$ cat src/rtl/apb_pkg.sv
`default_nettype none
// +----------------------------------------------------------------------+
// | apb_pkg : shared types and widths for the APB completer slice        |
// | Revision: 1.0                                                        |
// +----------------------------------------------------------------------+
package apb_pkg;

  localparam int APB_DATA_WIDTH = 32;
  localparam int APB_STRB_W     = APB_DATA_WIDTH / 8;

  typedef enum logic [1:0] {
    IDLE   = 2'd0,
    SETUP  = 2'd1,
    ACCESS = 2'd2,
    RESP   = 2'd3
  } apb_state_e;

  typedef enum logic [1:0] {
    ERR_NONE       = 2'd0,
    ERR_MISALIGNED = 2'd1,
    ERR_RANGE      = 2'd2,
    ERR_PROTOCOL   = 2'd3
  } apb_err_cause_e;

endpackage
`default_nettype wire

$ cat src/rtl/apb_completer_if.sv
`default_nettype none
// +----------------------------------------------------------------------+
// | apb_completer_if : APB bus bundle between bridge and completer       |
// | Revision: 1.0                                                        |
// +----------------------------------------------------------------------+
interface apb_completer_if #(
  parameter int ADDR_WIDTH = 32,
  parameter int DATA_WIDTH = 32
);
  logic                    psel;
  logic                    penable;
  logic                    pwrite;
  logic [ADDR_WIDTH-1:0]   paddr;
  logic [DATA_WIDTH-1:0]   pwdata;
  logic [DATA_WIDTH/8-1:0] pstrb;
  logic                    pready;
  logic [DATA_WIDTH-1:0]   prdata;
  logic                    pslverr;

  modport master (
    output psel, penable, pwrite, paddr, pwdata, pstrb,
    input  pready, prdata, pslverr
  );

  modport slave (
    input  psel, penable, pwrite, paddr, pwdata, pstrb,
    output pready, prdata, pslverr
  );
endinterface
`default_nettype wire

$ cat src/rtl/apb_regfile.sv
`default_nettype none
// +----------------------------------------------------------------------+
// | apb_regfile : word register file, byte-strobe write, sync read       |
// | Revision: 1.0                                                        |
// +----------------------------------------------------------------------+
module apb_regfile
  import apb_pkg::*;
#(
  parameter int NUM_REGS = 16,
  parameter int IDX_W    = $clog2(NUM_REGS)
) (
  input  logic                      pclk,
  input  logic                      presetn,
  input  logic                      i_wr_en,
  input  logic                      i_rd_en,
  input  logic [IDX_W-1:0]          i_idx,
  input  logic [APB_DATA_WIDTH-1:0] i_wr_data,
  input  logic [APB_STRB_W-1:0]     i_wr_strb,
  output logic [APB_DATA_WIDTH-1:0] o_rd_data
);

  logic [APB_DATA_WIDTH-1:0] r_mem [NUM_REGS];
  logic [APB_DATA_WIDTH-1:0] r_rd_data;

  // Read data is zero whenever no read completes, so the bus sees 0 outside RESP.
  always_ff @(posedge pclk or negedge presetn) begin
    if (!presetn) begin
      for (int i = 0; i < NUM_REGS; i++) r_mem[i] <= '0;
      r_rd_data <= '0;
    end else begin
      if (i_wr_en) begin
        for (int b = 0; b < APB_STRB_W; b++) begin
          if (i_wr_strb[b]) r_mem[i_idx][8*b +: 8] <= i_wr_data[8*b +: 8];
        end
      end
      r_rd_data <= i_rd_en ? r_mem[i_idx] : '0;
    end
  end

  assign o_rd_data = r_rd_data;

endmodule
`default_nettype wire

$ cat src/rtl/apb_completer.sv
`default_nettype none
// +----------------------------------------------------------------------+
// | apb_completer : APB peripheral with register file and wait states    |
// | Revision: 1.0                                                        |
// +----------------------------------------------------------------------+
module apb_completer
  import apb_pkg::*;
#(
  parameter int ADDR_WIDTH  = 32,
  parameter int DATA_WIDTH  = 32,
  parameter int NUM_REGS    = 16,
  parameter int WAIT_STATES = 1
) (
  input  logic           pclk,
  input  logic           presetn,
  apb_completer_if.slave bus
);

  localparam int c_idx_w = $clog2(NUM_REGS);
  localparam int c_cnt_w = (WAIT_STATES > 0) ? $clog2(WAIT_STATES + 1) : 1;
  localparam logic [c_cnt_w-1:0] c_wait_max = c_cnt_w'(WAIT_STATES);

  apb_state_e              r_state;
  logic [ADDR_WIDTH-1:0]   r_addr;
  logic                    r_write;
  logic [DATA_WIDTH-1:0]   r_wdata;
  logic [APB_STRB_W-1:0]   r_strb;
  logic [c_cnt_w-1:0]      r_cnt;
  logic                    r_pready;
  logic                    r_pslverr;

  logic                    w_idle_err;
  logic                    w_violation;
  logic                    w_cnt_done;
  logic                    w_to_resp;
  logic                    w_commit_wr;
  logic                    w_commit_rd;
  logic [DATA_WIDTH-1:0]   w_rd_data;
  apb_err_cause_e          w_err_cause;

  assign w_idle_err  = (r_state == IDLE) && bus.psel && bus.penable;
  assign w_violation = (r_state == ACCESS) &&
                       (!bus.psel || !bus.penable ||
                        (bus.paddr != r_addr) || (bus.pwrite != r_write));
  assign w_cnt_done  = (r_cnt == c_wait_max);
  assign w_to_resp   = w_idle_err || ((r_state == ACCESS) && (w_violation || w_cnt_done));

  // Protocol faults win over address faults, which are judged on the latched address.
  always_comb begin
    w_err_cause = ERR_NONE;
    if (w_idle_err || w_violation)            w_err_cause = ERR_PROTOCOL;
    else if (|r_addr[1:0])                    w_err_cause = ERR_MISALIGNED;
    else if (|r_addr[ADDR_WIDTH-1:2+c_idx_w]) w_err_cause = ERR_RANGE;
  end

  assign w_commit_wr = w_to_resp && (w_err_cause == ERR_NONE) &&  r_write;
  assign w_commit_rd = w_to_resp && (w_err_cause == ERR_NONE) && !r_write;

  always_ff @(posedge pclk or negedge presetn) begin
    if (!presetn) begin
      r_state   <= IDLE;
      r_addr    <= '0;
      r_write   <= 1'b0;
      r_wdata   <= '0;
      r_strb    <= '0;
      r_cnt     <= '0;
      r_pready  <= 1'b0;
      r_pslverr <= 1'b0;
    end else begin
      r_pready  <= w_to_resp;
      r_pslverr <= w_to_resp && (w_err_cause != ERR_NONE);
      case (r_state)
        IDLE: begin
          if (bus.psel && !bus.penable) begin
            r_state <= SETUP;
            r_addr  <= bus.paddr;
            r_write <= bus.pwrite;
            r_wdata <= bus.pwdata;
            r_strb  <= bus.pstrb;
            r_cnt   <= '0;
          end else if (w_idle_err) begin
            r_state <= RESP;
          end
        end
        SETUP:  r_state <= ACCESS;
        ACCESS: begin
          if (w_to_resp)         r_state <= RESP;
          else if (!w_cnt_done)  r_cnt   <= r_cnt + 1'b1;
        end
        RESP:    r_state <= IDLE;
        default: r_state <= IDLE;
      endcase
    end
  end

  apb_regfile #(
    .NUM_REGS (NUM_REGS),
    .IDX_W    (c_idx_w)
  ) u_regfile (
    .pclk      (pclk),
    .presetn   (presetn),
    .i_wr_en   (w_commit_wr),
    .i_rd_en   (w_commit_rd),
    .i_idx     (r_addr[2 +: c_idx_w]),
    .i_wr_data (r_wdata),
    .i_wr_strb (r_strb),
    .o_rd_data (w_rd_data)
  );

  assign bus.pready  = r_pready;
  assign bus.pslverr = r_pslverr;
  assign bus.prdata  = w_rd_data;

endmodule
`default_nettype wire

$ cat src/flat_wrapper.sv
// flat-port wrapper written by rule: the top's interface ports become plain ports
module apb_completer_flat import apb_pkg::*;
#(
  parameter int ADDR_WIDTH  = 32,
  parameter int DATA_WIDTH  = 32,
  parameter int NUM_REGS    = 16,
  parameter int WAIT_STATES = 1
)
  (pclk, presetn, bus_psel, bus_penable, bus_pwrite, bus_paddr, bus_pwdata, bus_pstrb, bus_pready, bus_prdata, bus_pslverr);
  apb_completer_if #(.ADDR_WIDTH(ADDR_WIDTH), .DATA_WIDTH(DATA_WIDTH)) bus_i ();
  input  logic pclk;
  input  logic presetn;
  input wire logic [$bits(bus_i.psel)-1:0] bus_psel;
  input wire logic [$bits(bus_i.penable)-1:0] bus_penable;
  input wire logic [$bits(bus_i.pwrite)-1:0] bus_pwrite;
  input wire logic [$bits(bus_i.paddr)-1:0] bus_paddr;
  input wire logic [$bits(bus_i.pwdata)-1:0] bus_pwdata;
  input wire logic [$bits(bus_i.pstrb)-1:0] bus_pstrb;
  output wire logic [$bits(bus_i.pready)-1:0] bus_pready;
  output wire logic [$bits(bus_i.prdata)-1:0] bus_prdata;
  output wire logic [$bits(bus_i.pslverr)-1:0] bus_pslverr;
  assign bus_i.psel = bus_psel;
  assign bus_i.penable = bus_penable;
  assign bus_i.pwrite = bus_pwrite;
  assign bus_i.paddr = bus_paddr;
  assign bus_i.pwdata = bus_pwdata;
  assign bus_i.pstrb = bus_pstrb;
  assign bus_pready = bus_i.pready;
  assign bus_prdata = bus_i.prdata;
  assign bus_pslverr = bus_i.pslverr;
  apb_completer #(.ADDR_WIDTH(ADDR_WIDTH), .DATA_WIDTH(DATA_WIDTH), .NUM_REGS(NUM_REGS), .WAIT_STATES(WAIT_STATES)) u_core (.pclk(pclk), .presetn(presetn), .bus(bus_i));
endmodule
$ cat config.mk
export PLATFORM = sky130hd
export DESIGN_NAME = apb_completer_flat
export DESIGN_NICKNAME = d
export VERILOG_FILES = /design/src/rtl/apb_pkg.sv /design/src/rtl/apb_completer_if.sv /design/src/rtl/apb_regfile.sv /design/src/rtl/apb_completer.sv /design/src/flat_wrapper.sv
export SDC_FILE = /design/constraint.sdc
export NUM_CORES = 1
export LEC_CHECK = 0
export ABC_AREA = 1
export BUFFER_PORTS_ARGS = -buffer_cell sky130_fd_sc_hd__buf_2
export CORE_MARGIN = 5
export CORE_UTILIZATION = 25
export CTS_BUF_LIST = sky130_fd_sc_hd__clkbuf_8
export CTS_CLUSTER_SIZE = 40
export DETAILED_ROUTE_END_ITERATION = 7
export GPL_TIMING_DRIVEN = 0
export HOLD_SLACK_MARGIN = 0.02
export PLACE_DENSITY_LB_ADDON = 0.3
export SKIP_LAST_GASP = 1
export SYNTH_ARGS = -nofsm -noshare
export SYNTH_HDL_FRONTEND = slang
export SYNTH_HIERARCHICAL = 1
export SYNTH_SLANG_ARGS = --single-unit
$ cat constraint.sdc
create_clock -name pclk -period 4.4 [get_ports pclk]
set_input_delay 0.66 -clock pclk [delete_from_list [all_inputs] [get_ports pclk]]
set_output_delay 0.66 -clock pclk [all_outputs]
set_load 0.01 [all_outputs]
==> Word-level counts from Yosys, hierarchy flattened <==
Index checks and enable logic that the tools add are counted.
{ "op_classes": {"eq_ne": 9, "n_reduce_logical": 28, "n_mux": 34, "n_bitwise": 1, "order_cmp": 2, "n_addsub": 1} }
{ "op_table": {"columns": ["operator", "n"], "rows": [
  ["$mux 512", 7],
  ["$bwmux 512", 4],
  ["$demux 32 s4", 4],
  ["$bmux 32 s4", 1],
  ["$mux 32", 4],
  ["$ne 32x32->1", 1],
  ["$reduce_or 26->1", 1],
  ["$mux 24", 1],
  ["$mux 16", 1],
  ["$mux 2", 6],
  ["$logic_and 1x1->1", 10],
  ["$mux 8", 1],
  ["$pmux 2 s4", 1],
  ["$logic_or 1x1->1", 6],
  ["$ge 5x5->1 const B", 1],
  ["$lt 5x1->1 const B", 1],
  ["$not 4->5", 1],
  ["$eq 2x2->1 const B", 2],
  ["$logic_not 2->1", 2],
  ["$ne 2x2->1 const B", 2],
  ["$reduce_and 2->1", 2],
  ["$reduce_bool 2->1", 2],
  ["$logic_not 1->1", 3],
  ["$mux 1", 3],
  ["other kinds (8)", 8]
]} }
{ "word_totals": {"wordCells": 100, "output_inout_bits": 34, "inputBits": 73, "regBits": 618} }

==> Depth between registers and ports, before layout <==
Gate-level depths: netlist of run 1.
{ "logic_depth": {"ltp_word": 19, "mapped_depth": 19, "ltp_nobuf": 17} }

==> Cells and area by module <==
The synthesis of run 1 kept the hierarchy.
{ "by_module_without_submodules": {"columns": ["module", "instances", "seq_area_each_um2", "cells_per_inst", "area_each_um2"], "rows": [
  ["apb_regfile", 1, 13613.1, 3312, 24723.7],
  ["apb_completer", 1, 1851.8, 421, 3666.0]
]} }

==> Worst setup path after synthesis of run 1 <==
OpenSTA, ideal clock, no wires.
{ "synth_path": {"path_type": "input to register", "from": "input bus_paddr[0]", "to": "register u_core/u_regfile/r_mem[278] (netlist bit)", "setup_slack_ns": 1.827, "setup_ns": 0.133, "path_stages": 17, "required_time_ns": 4.267, "path_buffers": 2, "t_arrival_ns": 2.440, "path_cell_list": "inv_1 > nand2_1 > o21ai_0 > nor2_1 > nand3_1 > nor2_4 > nand3_1 > nand2_2 > o211ai_2 > nor2_1 > nand2_1 > inv_1 > buf_2 > nand2_1 > clkbuf_1 > nand2_1 > o21ai_0"} }
{ "synth_via": {"elab_chain_len": 9, "elab_cells_between_ends": 12, "classes_between": "eq/ne: 1; mux: 1; reduce/logical: 10"} }
{ "synth_rtl": {"columns": ["element", "line", "rtl"], "rows": [
  ["from (decl)", "flat_wrapper.sv:16", "input wire logic [$bits(bus_i.paddr)-1:0] bus_paddr;"],
  ["$ne 32x32->1 (*)", "apb_completer.sv:44", "(bus.paddr != r_addr) || (bus.pwrite != r_write));"],
  ["$logic_or 1x1->1 (*)", "apb_completer.sv:43", "(!bus.psel || !bus.penable ||"],
  ["$logic_or 1x1->1 (*)", "apb_completer.sv:44", null],
  ["$logic_and 1x1->1 (*)", "apb_completer.sv:42", "assign w_violation = (r_state == ACCESS) &&"],
  ["$logic_or 1x1->1, on equally long branches", "apb_completer.sv:51, apb_completer.sv:46", null],
  ["$mux 2 or $logic_and 1x1->1 (tied branches)", "apb_completer.sv:51, apb_completer.sv:46", null],
  ["$logic_not 2->1 or $logic_or 1x1->1 (tied branches)", "apb_completer.sv:56, apb_completer.sv:46", null],
  ["$logic_and 1x1->1 (*) (2 in a row)", "apb_completer.sv:56", "assign w_commit_wr = w_to_resp && (w_err_cause == ERR_NONE) && r_write;"],
  ["via u_core.w_commit_wr", "apb_completer.sv:36", "logic w_commit_wr;"],
  ["to (signal, indexed assignment)", "apb_regfile.sv:33", "if (i_wr_strb[b]) r_mem[i_idx][8*b +: 8] <= i_wr_data[8*b +: 8];"],
  ["to (decl)", "apb_regfile.sv:22", "logic [APB_DATA_WIDTH-1:0] r_mem [NUM_REGS];"]
]} }
Mark *: on every way through the listed nets, which the timed path passes. The rest lies on a longest branch.
A chain may end at the register's enable or synchronous reset.

==> Worst setup path after layout of run 1 <==
{ "layout_path": {"from": "register u_core.r_state[0]", "to": "register u_core/u_regfile/r_mem[78] (netlist bit)"} }
{ "layout_via": {"elab_chain_len": 8, "elab_cells_between_ends": 13, "classes_between": "eq/ne: 1; mux: 1; reduce/logical: 11"} }
{ "layout_rtl": {"columns": ["element", "line", "rtl"], "rows": [
  ["from (decl)", "apb_completer.sv:23", "apb_state_e r_state;"],
  ["from (signal assigned)", "apb_completer.sv:61", "r_state <= IDLE;"],
  ["from (signal assigned)", "apb_completer.sv:75", "r_state <= SETUP;"],
  ["from (signal assigned)", "apb_completer.sv:82", "r_state <= RESP;"],
  ["$logic_not 2->1", "apb_completer.sv:41", "assign w_idle_err = (r_state == IDLE) && bus.psel && bus.penable;"],
  ["$logic_and 1x1->1 (2 in a row)", "apb_completer.sv:41", null],
  ["$logic_or 1x1->1", "apb_completer.sv:51", "if (w_idle_err || w_violation) w_err_cause = ERR_PROTOCOL;"],
  ["$mux 2", "apb_completer.sv:51", null],
  ["$logic_not 2->1", "apb_completer.sv:56", null],
  ["$logic_and 1x1->1 (*) (2 in a row)", "apb_completer.sv:56", null],
  ["via u_core.w_commit_wr", "apb_completer.sv:36", null]
]} }
Marks and branches as above.

==> flow_summary.toml, run 1 <==
[run_status]
status = "finished clean"

[cells_and_area]
fin_area_mm2 = 0.0330
fin_nets = 4027
num-fill-cells = 12400
area_growth_pct = 16.2
drive_gt1_share_pct = 9.38

[clock_tree]
root_buffer = "clkbuf_8"
ctsHtreeMaxLevel = 3
cts.clk_slew.worst_paths_ns = 0.06
post_cts_buffers = 0
cts.sinks = 618
cts_buffers = 105
cts_hold_buf = 1
clock_latency_ns = 0.74
cts_tree = "built"
clk_path_buf_depth = 3
post_cts_resize_count = 0

[worst_setup_path]
reg2reg_depth = 16
timing.rr.end = "u_core/u_regfile/r_mem[78]"
r2r_slack_ns = 0.85
crit_arrival_ns = 4.12
cp_max_fo = 10
crit_required_ns = 4.96
r2r_start = "u_core/r_state[0]"
end_kind = "register"
worstSetupPathType = "reg2reg"
cp-start-kind = "register"

[sta]
setup_viol = 0
finalCritPeriodShare_pct = 80.7
max_freq_ghz = 0.282
whs_ns = 0.174
slew_violations = 0
worst_slack_ns = 0.848
worstMarginPinSlew_ns = 1.20
slew_headroom_pct = 20.2
rsz0062_at_grt = "no"
hold_violations = 0
finalClockSkew_ns = 0.0352
min_period_ns = 3.55

[grt]
grt_remaining_overflow = 0
antenna_found_initial = 3
grt_pass1_wl_um = 149000
grt_pass1_vias = 24500
grt_usage_pct = 16.0
grt_start_max_net_pins = 116

[synthesis]
ys_async_sr_fraction_pct = 100
synth_cell_type_count = 24
synth_cells = 3733
yosys.area.top_type = "dfrtp_1"
ys.flop_type = "dfrtp_1"
ys_top_cells_by_count = "2,054 x nand2_1, 618 x dfrtp_1, 536 x o21ai_0"
yosysSeqAreaShare_pct = 54.5
synth-seq-cells = 618
ys.warnings.count = 6
synth_area_mm2 = 0.0284
synth_edf_count = 0
synth.area.top_cells = "dfrtp_1 54%, nand2_1 27%, o21ai_0 9.4%"
synthesis.nets = 3808
synth_top_area_share_pct = 54.5
syn_avg_cell_area_um2 = 7.61
synth.most_common_cell = "nand2_1"

[worst_hold_path]
hp-class = "in2reg"
worstHoldStart = "bus_pwdata[30]"
worstHoldEndpoint = "u_core/r_wdata[30]"
holdPathStages = 2

[drt]
wire_per_inst_um = 17.7
drtIter0Drc = 2220
via_per_inst = 4.55
routed_wl_um = 98100
drtPass1Iterations = 6
vias = 25200
ant_nets = 0
drc = 0

[die]
core_area_mm2 = 0.113
start_util_pct = 25.2
die_h_um = 347
die_w_um = 347
die_area_mm2 = 0.120
std_cell_rows = 123
io_pins = 107

[power_and_ir_drop]
powerDensity_mw_per_mm2 = 483
max-vdd-ir-drop_v = 0.000231
power_mw = 15.9
p_leak_nw = 16.7

[placement]
gp_congestion = 0.922
dp_hpwl_um = 73800
post-place-ws_ns = 0.646
dpl_cell_area_mm2 = 0.0309
portBuffers = 106

[run]
maxCapViolCount = 0
[worst max-delay path, cell delays in order, from the launching register on]
cell and delay (ns):
dfrtp_1 0.34, inv_1 0.06, ha_1 0.24, inv_1 0.11, nor2_1 0.10, nor4_1 0.19
nand3_1 0.15, nor2_1 0.19, o211ai_2 0.12, nor2_1 0.36, nand2_1 0.15, inv_1 0.26
buf_2 0.30, nand2_1 0.30, clkbuf_1 0.34, nand2_1 0.10, o21ai_0 0.08
[placed cells by master (no fill, tap or decap), drive strengths merged, types with 3 or more instances in the layout]
cell type	synthesis	routed
buf	67	178
o21ai	547	547
nand3	13	13
mux2	42	42
nand2	2057	2057
inv	113	155
nor4	5	5
diode	0	3
clkinv	1	12
clkbuf	143	271
dfrtp	618	618
xnor2	3	3
nor2	112	112
nand4	5	5
xor2	3	3
[where the power goes]
part / switching [mW] / internal, mW
logic: 3.78 / 0.772
clock network: 2.42 / 2.67
registers: 0.280 / 6.02
[kinds of logic after synthesis]
| family | share of synthesized area (%) |
|---|---|
| AO/OA/AOI/OAI | 9.70 |
| XOR/XNOR | 0.185 |
| adder cells (fa/ha/maj) | 0.0881 |
| buffers and inverters | 4.53 |
| flip-flops | 54.5 |
| multiplexers | 1.67 |
| AND/OR/NAND/NOR | 29.4 |
[layout make-up]
cell class | count | area (µm²) | share of cell area, %
Clock inverter | 56 | 275 | 0.834
Buffer | 210 | 857 | 2.60
Antenna cell | 3 | 7.51 | 0.0227
Tap cell | 1500 | 1880 | 5.69
Clock buffer | 128 | 1760 | 5.34
Timing Repair Buffer | 112 | 688 | 2.09
Inverter | 114 | 428 | 1.30
Sequential cell | 618 | 15500 | 46.9
Multi-Input combinational cell | 2791 | 11600 | 35.3
[per-layer routing]
| layer | part of all wire [%] | track usage, % | wire [µm] | vias to the layer above |
|---|---|---|---|---|
| met5 | 0 | 0 | 0 | - |
| met2 | 47 | 26.3 | 46000 | 666 |
| met1 | 45 | 22.3 | 43800 | 12300 |
| met4 | 2.1 | 4.18 | 2080 | 0 |
| li1 | - | - | - | 12100 |
| met3 | 6.3 | 2.01 | 6190 | 129 |
[flip-flops by register name (all words and copies together), names as in the netlist]
name,cells
u_core/bus.pready,1
u_core/r_wdata,32
u_core/r_write,1
u_core/r_cnt,1
u_core/bus.pslverr,1
u_core/r_strb,4
u_core/r_addr,32
u_core/r_state,2
u_core/u_regfile/r_mem,512
u_core/u_regfile/o_rd_data,32
[per-stage QoR]
stage	util (%)	TNS (ns)	instances
5_1_grt	29.3	0	5532
6_report	29.3	0	5532
3_3_place_gp	27.3	-6799.55	5339
4_1_cts	29.3	0	5529
3_5_place_dp	27.5	0	5344
2_1_floorplan	-	0	3733
[how the worst max path moves through the flow]
| stage | from | end | slack [ns] | depth (start not counted) |
|---|---|---|---|---|
| after floorplan | bus_paddr[0] | u_core/u_regfile/r_mem[278] | 1.83 | 17 |
| after global placement | presetn | u_core/u_regfile/o_rd_data[30] | -11.13 | 1 |
| after detailed placement | bus_paddr[0] | u_core/u_regfile/r_mem[79] | 0.65 | 18 |
| after CTS | u_core/r_state[0] | u_core/u_regfile/r_mem[78] | 0.80 | 16 |
| after global routing | u_core/r_state[0] | u_core/u_regfile/r_mem[78] | 0.50 | 16 |
| final | u_core/r_state[0] | u_core/u_regfile/r_mem[78] | 0.85 | 16 |
No activity file was read; power rests on OpenSTA's default activity.
==> run 2, diff against run 1 <==
ABC_AREA = 0   (was 1)
clock period = 3.5 ns   (was 4.4 ns; I/O delays follow)
==> run 2 against run 1 <==
Effect of this change:
- sequential cell count stayed put
- power increased by 29%
- sequential power increased by 32%
- utilization is 1.2 points higher
==> flow_summary.toml, run 2 <==
[run_status]
status = "finished clean"

[cells_and_area]
fin_nets = 2158
largest_reg_flops = 512
fin_cells = 3661
area_growth_pct = 21.2
most-common-layout-cells = "618 x dfrtp_1, 609 x mux2_2, 139 x clkbuf_8, 134 x buf_2, 65 x mux2i_1"
largest-register = "u_core/u_regfile/r_mem"
drive_gt1_share_pct = 52.0
fin_util_pct = 30.5
mostFrequentLayoutCell = "dfrtp_1"

[grt]
grt_pass1_wl_um = 124000
grt_remaining_overflow = 0
grt_usage_pct = 14.1
antenna_found_initial = 4
grt_start_max_net_pins = 131
grt_pass1_vias = 18900

[drt]
drc = 0
ant_nets = 0
vias = 16900
routed_wl_um = 83500
drtIter0Drc = 1002
drtPass1Iterations = 5
wire_per_inst_um = 22.8
via_per_inst = 4.62

[power_and_ir_drop]
p_leak_nw = 16.6
power_mw = 20.6
powerDensity_mw_per_mm2 = 611
max-vdd-ir-drop_v = 0.000407

[worst_hold_path]
hp-class = "in2reg"

[sta]
setup_viol = 0
finalClockSkew_ns = 0.0295
finalSetupTns_ns = 0
hold_violations = 0
max_freq_ghz = 0.292
finalCritPeriodShare_pct = 97.7
worstMarginPinSlew_ns = 1.37
rsz0062_at_grt = "yes"
slew_violations = 0
slew_headroom_pct = 8.33
min_period_ns = 3.42

[worst_setup_path]
worstSetupPathType = "reg2reg"
crit_required_ns = 4.05
end_kind = "register"
cp_max_fo = 10
r2r_slack_ns = 0.08
crit_arrival_ns = 3.97
worst_path_max_delay_cell = "or4_4"
cp-start-kind = "register"
slowest_delay_ns = 0.61
crit_chain = "inv_1 > ha_1 > clkbuf_1 > and3_1 > or4_4 > a2111oi_4 > buf_4 > and3_1 > clkbuf_1 > buf_4 > a22oi_1 > o31ai_4"

[die]
die_area_mm2 = 0.118
io_pins = 107
die_h_um = 343
std_cell_rows = 122
core_area_mm2 = 0.111
die_w_um = 343
start_util_pct = 25.2

[synthesis]
ys.flop_type = "dfrtp_1"
ys_async_sr_fraction_pct = 100
synth-seq-cells = 618
synth.area.top_cells = "dfrtp_1 56%, mux2_2 25%, mux4_2 5.2%"
ys.warnings.count = 6
ys_top_cells_by_count = "618 x dfrtp_1, 609 x mux2_2, 65 x mux2i_1"
synth_cell_type_count = 55
yosysSeqAreaShare_pct = 55.6
synth_cells = 1809
synth.most_common_cell = "dfrtp_1"
synth_area_mm2 = 0.0278
synth_top_area_share_pct = 55.6
syn_avg_cell_area_um2 = 15.4
yosys.area.top_type = "dfrtp_1"
synth_edf_count = 0
synthesis.nets = 1884

[clock_tree]
cts.clk_slew.worst_paths_ns = 0.07
root_buffer = "clkbuf_8"
cts.sinks = 618
cts_buffers = 109
ctsHtreeMaxLevel = 3
clk_path_buf_depth = 3
cts_tree = "built"
clock_latency_ns = 0.71

[placement]
dp.cells = 3408
dp_hpwl_um = 56000
gp_congestion = 0.835
portBuffers = 106

[run]
maxCapViolCount = 0
run 2: changes by cell type after synthesis, sizes merged, moves of 33 or more:
cell,change
clkbuf,-88
o21ai,-545
mux4,+64
inv,-109
mux2i,+65
nand2,-2007
nor2,-90
o22ai,+33
mux2,+603
run 2: metal layers:
layer  global-route usage [%]  vias up  wire length (µm)
met5                    0.735        -               135
met4                     5.35        4              3100
met3                     3.71      174              5210
met2                     23.7      492             40800
met1                     17.5     8897             34300
li1                         -     7361                 -
run 2: area by class of cell:
cell class,instances,area (µm²)
antenna,4,10.0
buffer,110,619
clock buffer,139,1910
clock inverter,58,305
fill,11100,76800
inverter,4,15.0
multi-input combinational,1076,12100
sequential,618,15500
tap,1488,1860
timing repair buffer,164,1360
run 2: path summary, 6_finish.rpt:
path	from	end	depth (start not counted)
min reg2reg	u_core/u_regfile/r_mem[83]	u_core/u_regfile/r_mem[83]	1
max	u_core/r_state[0]	u_core/u_regfile/o_rd_data[8]	12
min in group asynchronous	presetn	u_core/r_wdata[22]	2
max in group asynchronous	presetn	u_core/u_regfile/r_mem[231]	5
min	bus_pwdata[29]	u_core/r_wdata[29]	2
max reg2reg	u_core/r_state[0]	u_core/u_regfile/o_rd_data[8]	12
run 2: logic make-up after synthesis:
family	Yosys count	share of synthesized area (%)
mux	774	33.7
flops	618	55.6
compound gates	140	3.91
simple gates	127	3.62
buf+inv	115	2.06
xor+xnor	33	1.04
fa+ha+maj	2	0.0900
run 2: worst max-delay path: cells and delay by family, from the launching register on:
family | cells | cell delay (ns)
buf+inv | 5 | 1.01
simple gates | 3 | 1.00
compound gates | 3 | 0.70
flops | 1 | 0.37
fa+ha+maj | 1 | 0.19
run 2: power by group:
group	internal [mW]	leakage, nW	switching, mW
registers	7.58	8.49	0.723
clock network	3.69	1.30	2.92
logic	1.93	6.77	3.75
run 2: repair_timing:
item | 4_1_cts | 5_1_grt
pin swaps | 20 | 1
gates resized for setup | 99 | 18
hold endpoints to repair | 287 | 0
hold buffers | 32 | 0
setup buffers | 20 | 1
setup endpoints to repair | 544 | 521
run 2: per-stage QoR:
step	hold WS, ns	setup slack [ns]	cell area (µm²)
after floorplan	0.229	0.332	27800
after global placement	0.464	-10.66	30200
after detailed placement	0.355	-1.68	30300
after CTS	0.0200	-0.0839	33600
after global routing	0.0284	-0.0120	33700
final	0.0744	0.0788	33700
==> run 3, diff against run 2 <==
CORE_UTILIZATION = 45   (was 25)
==> run 3 against run 2 <==
Effect of this change:
- the run now ends with setup timing left
- worst setup slack lost 0.096 ns
- combinational power fell by 2%
- global-route usage up 8.4 points
- clock skew up 0.0086 ns
- final area shrank 3.5%
- register-to-register slack got worse by 0.096 ns
- via count shrank 0.77%
- non-clock buffer count fell by 9
- clock power decreased by 5.0%
- first-iteration DRC count increased by 22%
- power fell by 2.3%
- final cell count is 20% lower
- largest cell class unchanged
- largest power group unchanged
==> flow_summary.toml, run 3 (synthesis results as in run 2) <==
[worst_hold_path]
worstHoldEndpoint = "u_core/r_wdata[5]"
holdPathStages = 2
worstHoldStart = "bus_pwdata[5]"
hp-class = "in2reg"

[sta]
hold_violations = 0
worst_slack_ns = -0.0175
worstMarginPinSlew_ns = 1.29
min_period_ns = 3.52
setup_viol = 8
slew_violations = 0
max_freq_ghz = 0.284
finalClockSkew_ns = 0.0382
finalCritPeriodShare_pct = 101
whs_ns = 0.0783
finalSetupTns_ns = -0.0977
slew_headroom_pct = 13.8
rsz0062_at_grt = "yes"

[clock_tree]
cts_tree = "built"
cts.sinks = 618
clk_path_buf_depth = 3
cts.clk_slew.worst_paths_ns = 0.06
cts_buffers = 105
ctsHtreeMaxLevel = 3
root_buffer = "clkbuf_8"
clock_latency_ns = 0.70

[die]
std_cell_rows = 91
die_h_um = 259
io_pins = 107
core_area_mm2 = 0.0615
start_util_pct = 45.2
die_w_um = 259
die_area_mm2 = 0.0668

[worst_setup_path]
timing.rr.end = "u_core/u_regfile/r_mem[230]"
worstSetupPathType = "reg2reg"
r2r_start = "u_core/r_state[0]"
crit_required_ns = 4.06
cp-start-kind = "register"
r2r_slack_ns = -0.02
end_kind = "register"
cp_max_fo = 8
crit_arrival_ns = 4.08
reg2reg_depth = 10

[power_and_ir_drop]
p_leak_nw = 16.5
powerDensity_mw_per_mm2 = 619
max-vdd-ir-drop_v = 0.000434
power_mw = 20.1

[run_status]
status = "complete, but fails checks"
violations = "setup timing"

[placement]
dpl_cell_area_mm2 = 0.0295
portBuffers = 106
gp_congestion = 0.860
dp.cells = 2710
post-place-ws_ns = -1.47
dp_hpwl_um = 48800

[cells_and_area]
mostFrequentLayoutCell = "dfrtp_1"
drive_gt1_share_pct = 51.7
most-common-layout-cells = "618 x dfrtp_1, 609 x mux2_2, 134 x clkbuf_8, 134 x buf_2, 65 x mux2i_1"
fin_area_mm2 = 0.0325
fin_nets = 2145
fin_cells = 2933
largest_reg_flops = 512
fin_util_pct = 52.9
area_growth_pct = 16.9
largest-register = "u_core/u_regfile/r_mem"

[run]
maxCapViolCount = 0

[grt]
antenna_found_initial = 1
grt_start_max_net_pins = 122
grt_usage_pct = 22.6
grt_remaining_overflow = 0
grt_pass1_vias = 18200
grt_pass1_wl_um = 114000

[drt]
routed_wl_um = 75300
via_per_inst = 5.73
drtIter0Drc = 1227
ant_nets = 0
wire_per_inst_um = 25.7
vias = 16800
drc = 0
drtPass1Iterations = 5
## run 3: cell count changes in the layout (fill, tap and decap cells not counted), moves of 3 or more
cell,before,now
nand2_2,24,14
nand2_4,22,30
buf_4,19,23
buf_6,13,8
diode_2,4,1
clkbuf_8,139,134
inv_1,45,39
clkinv_2,11,6
dlygate4sd3_1,32,25
## run 3: power breakdown
part	leakage (nW)	internal [mW]	total, mW	switching, mW
clock	1.19	3.47	6.29	2.82
combinational	6.83	1.92	5.54	3.63
sequential	8.49	7.58	8.28	0.698
total	16.5	13.0	20.1	7.15
## run 3: worst max path at each step
stage	depth (start not counted)	end	from	slack, ns
5_1_grt	10	u_core/u_regfile/r_mem[253]	u_core/r_state[0]	-0.11
3_5_place_dp	11	u_core/u_regfile/o_rd_data[19]	bus_paddr[12]	-1.47
2_1_floorplan	9	u_core/u_regfile/r_mem[56]	bus_paddr[27]	0.33
4_1_cts	10	u_core/u_regfile/r_mem[69]	u_core/r_addr[5]	-0.02
3_3_place_gp	1	u_core/r_wdata[18]	presetn	-10.43
6_report	10	u_core/u_regfile/r_mem[230]	u_core/r_state[0]	-0.02
## run 3: area by class of cell
cell class	instances	area [µm²]
Fill cell	5049	29000
Sequential cell	618	15500
Multi-Input combinational cell	1076	12100
Clock buffer	134	1840
Timing Repair Buffer	154	1230
Tap cell	790	988
Buffer	111	612
Clock inverter	45	215
Inverter	4	15.0
Antenna cell	1	2.50
## run 3: worst max-delay path: stages, from the launching register on
cell       delay [ns]
dfrtp_1          0.36
inv_1            0.07
ha_1             0.19
clkbuf_1         0.18
and3_1           0.23
or4_4            0.60
a2111oi_2        0.39
buf_4            0.26
and2_1           0.24
nand2_1          0.42
mux2_2           0.43
## run 3: per-layer routing
layer	up-vias	track usage, %	routed length [µm]
li1	7278	-	-
met1	8793	29.5	31200
met2	553	36.1	35600
met3	173	5.79	5260
met4	0	9.52	3250
met5	-	0	0
## run 3: what timing repair did
action / CTS / global route
endpoints found under the hold margin: 111 / 0
pin swaps: 17 / 3
gates resized for setup: 88 / 25
gates cloned: 0 / 0
buffers inserted: 16 / 2
hold buffers: 25 / 0
setup endpoints to repair: 544 / 354
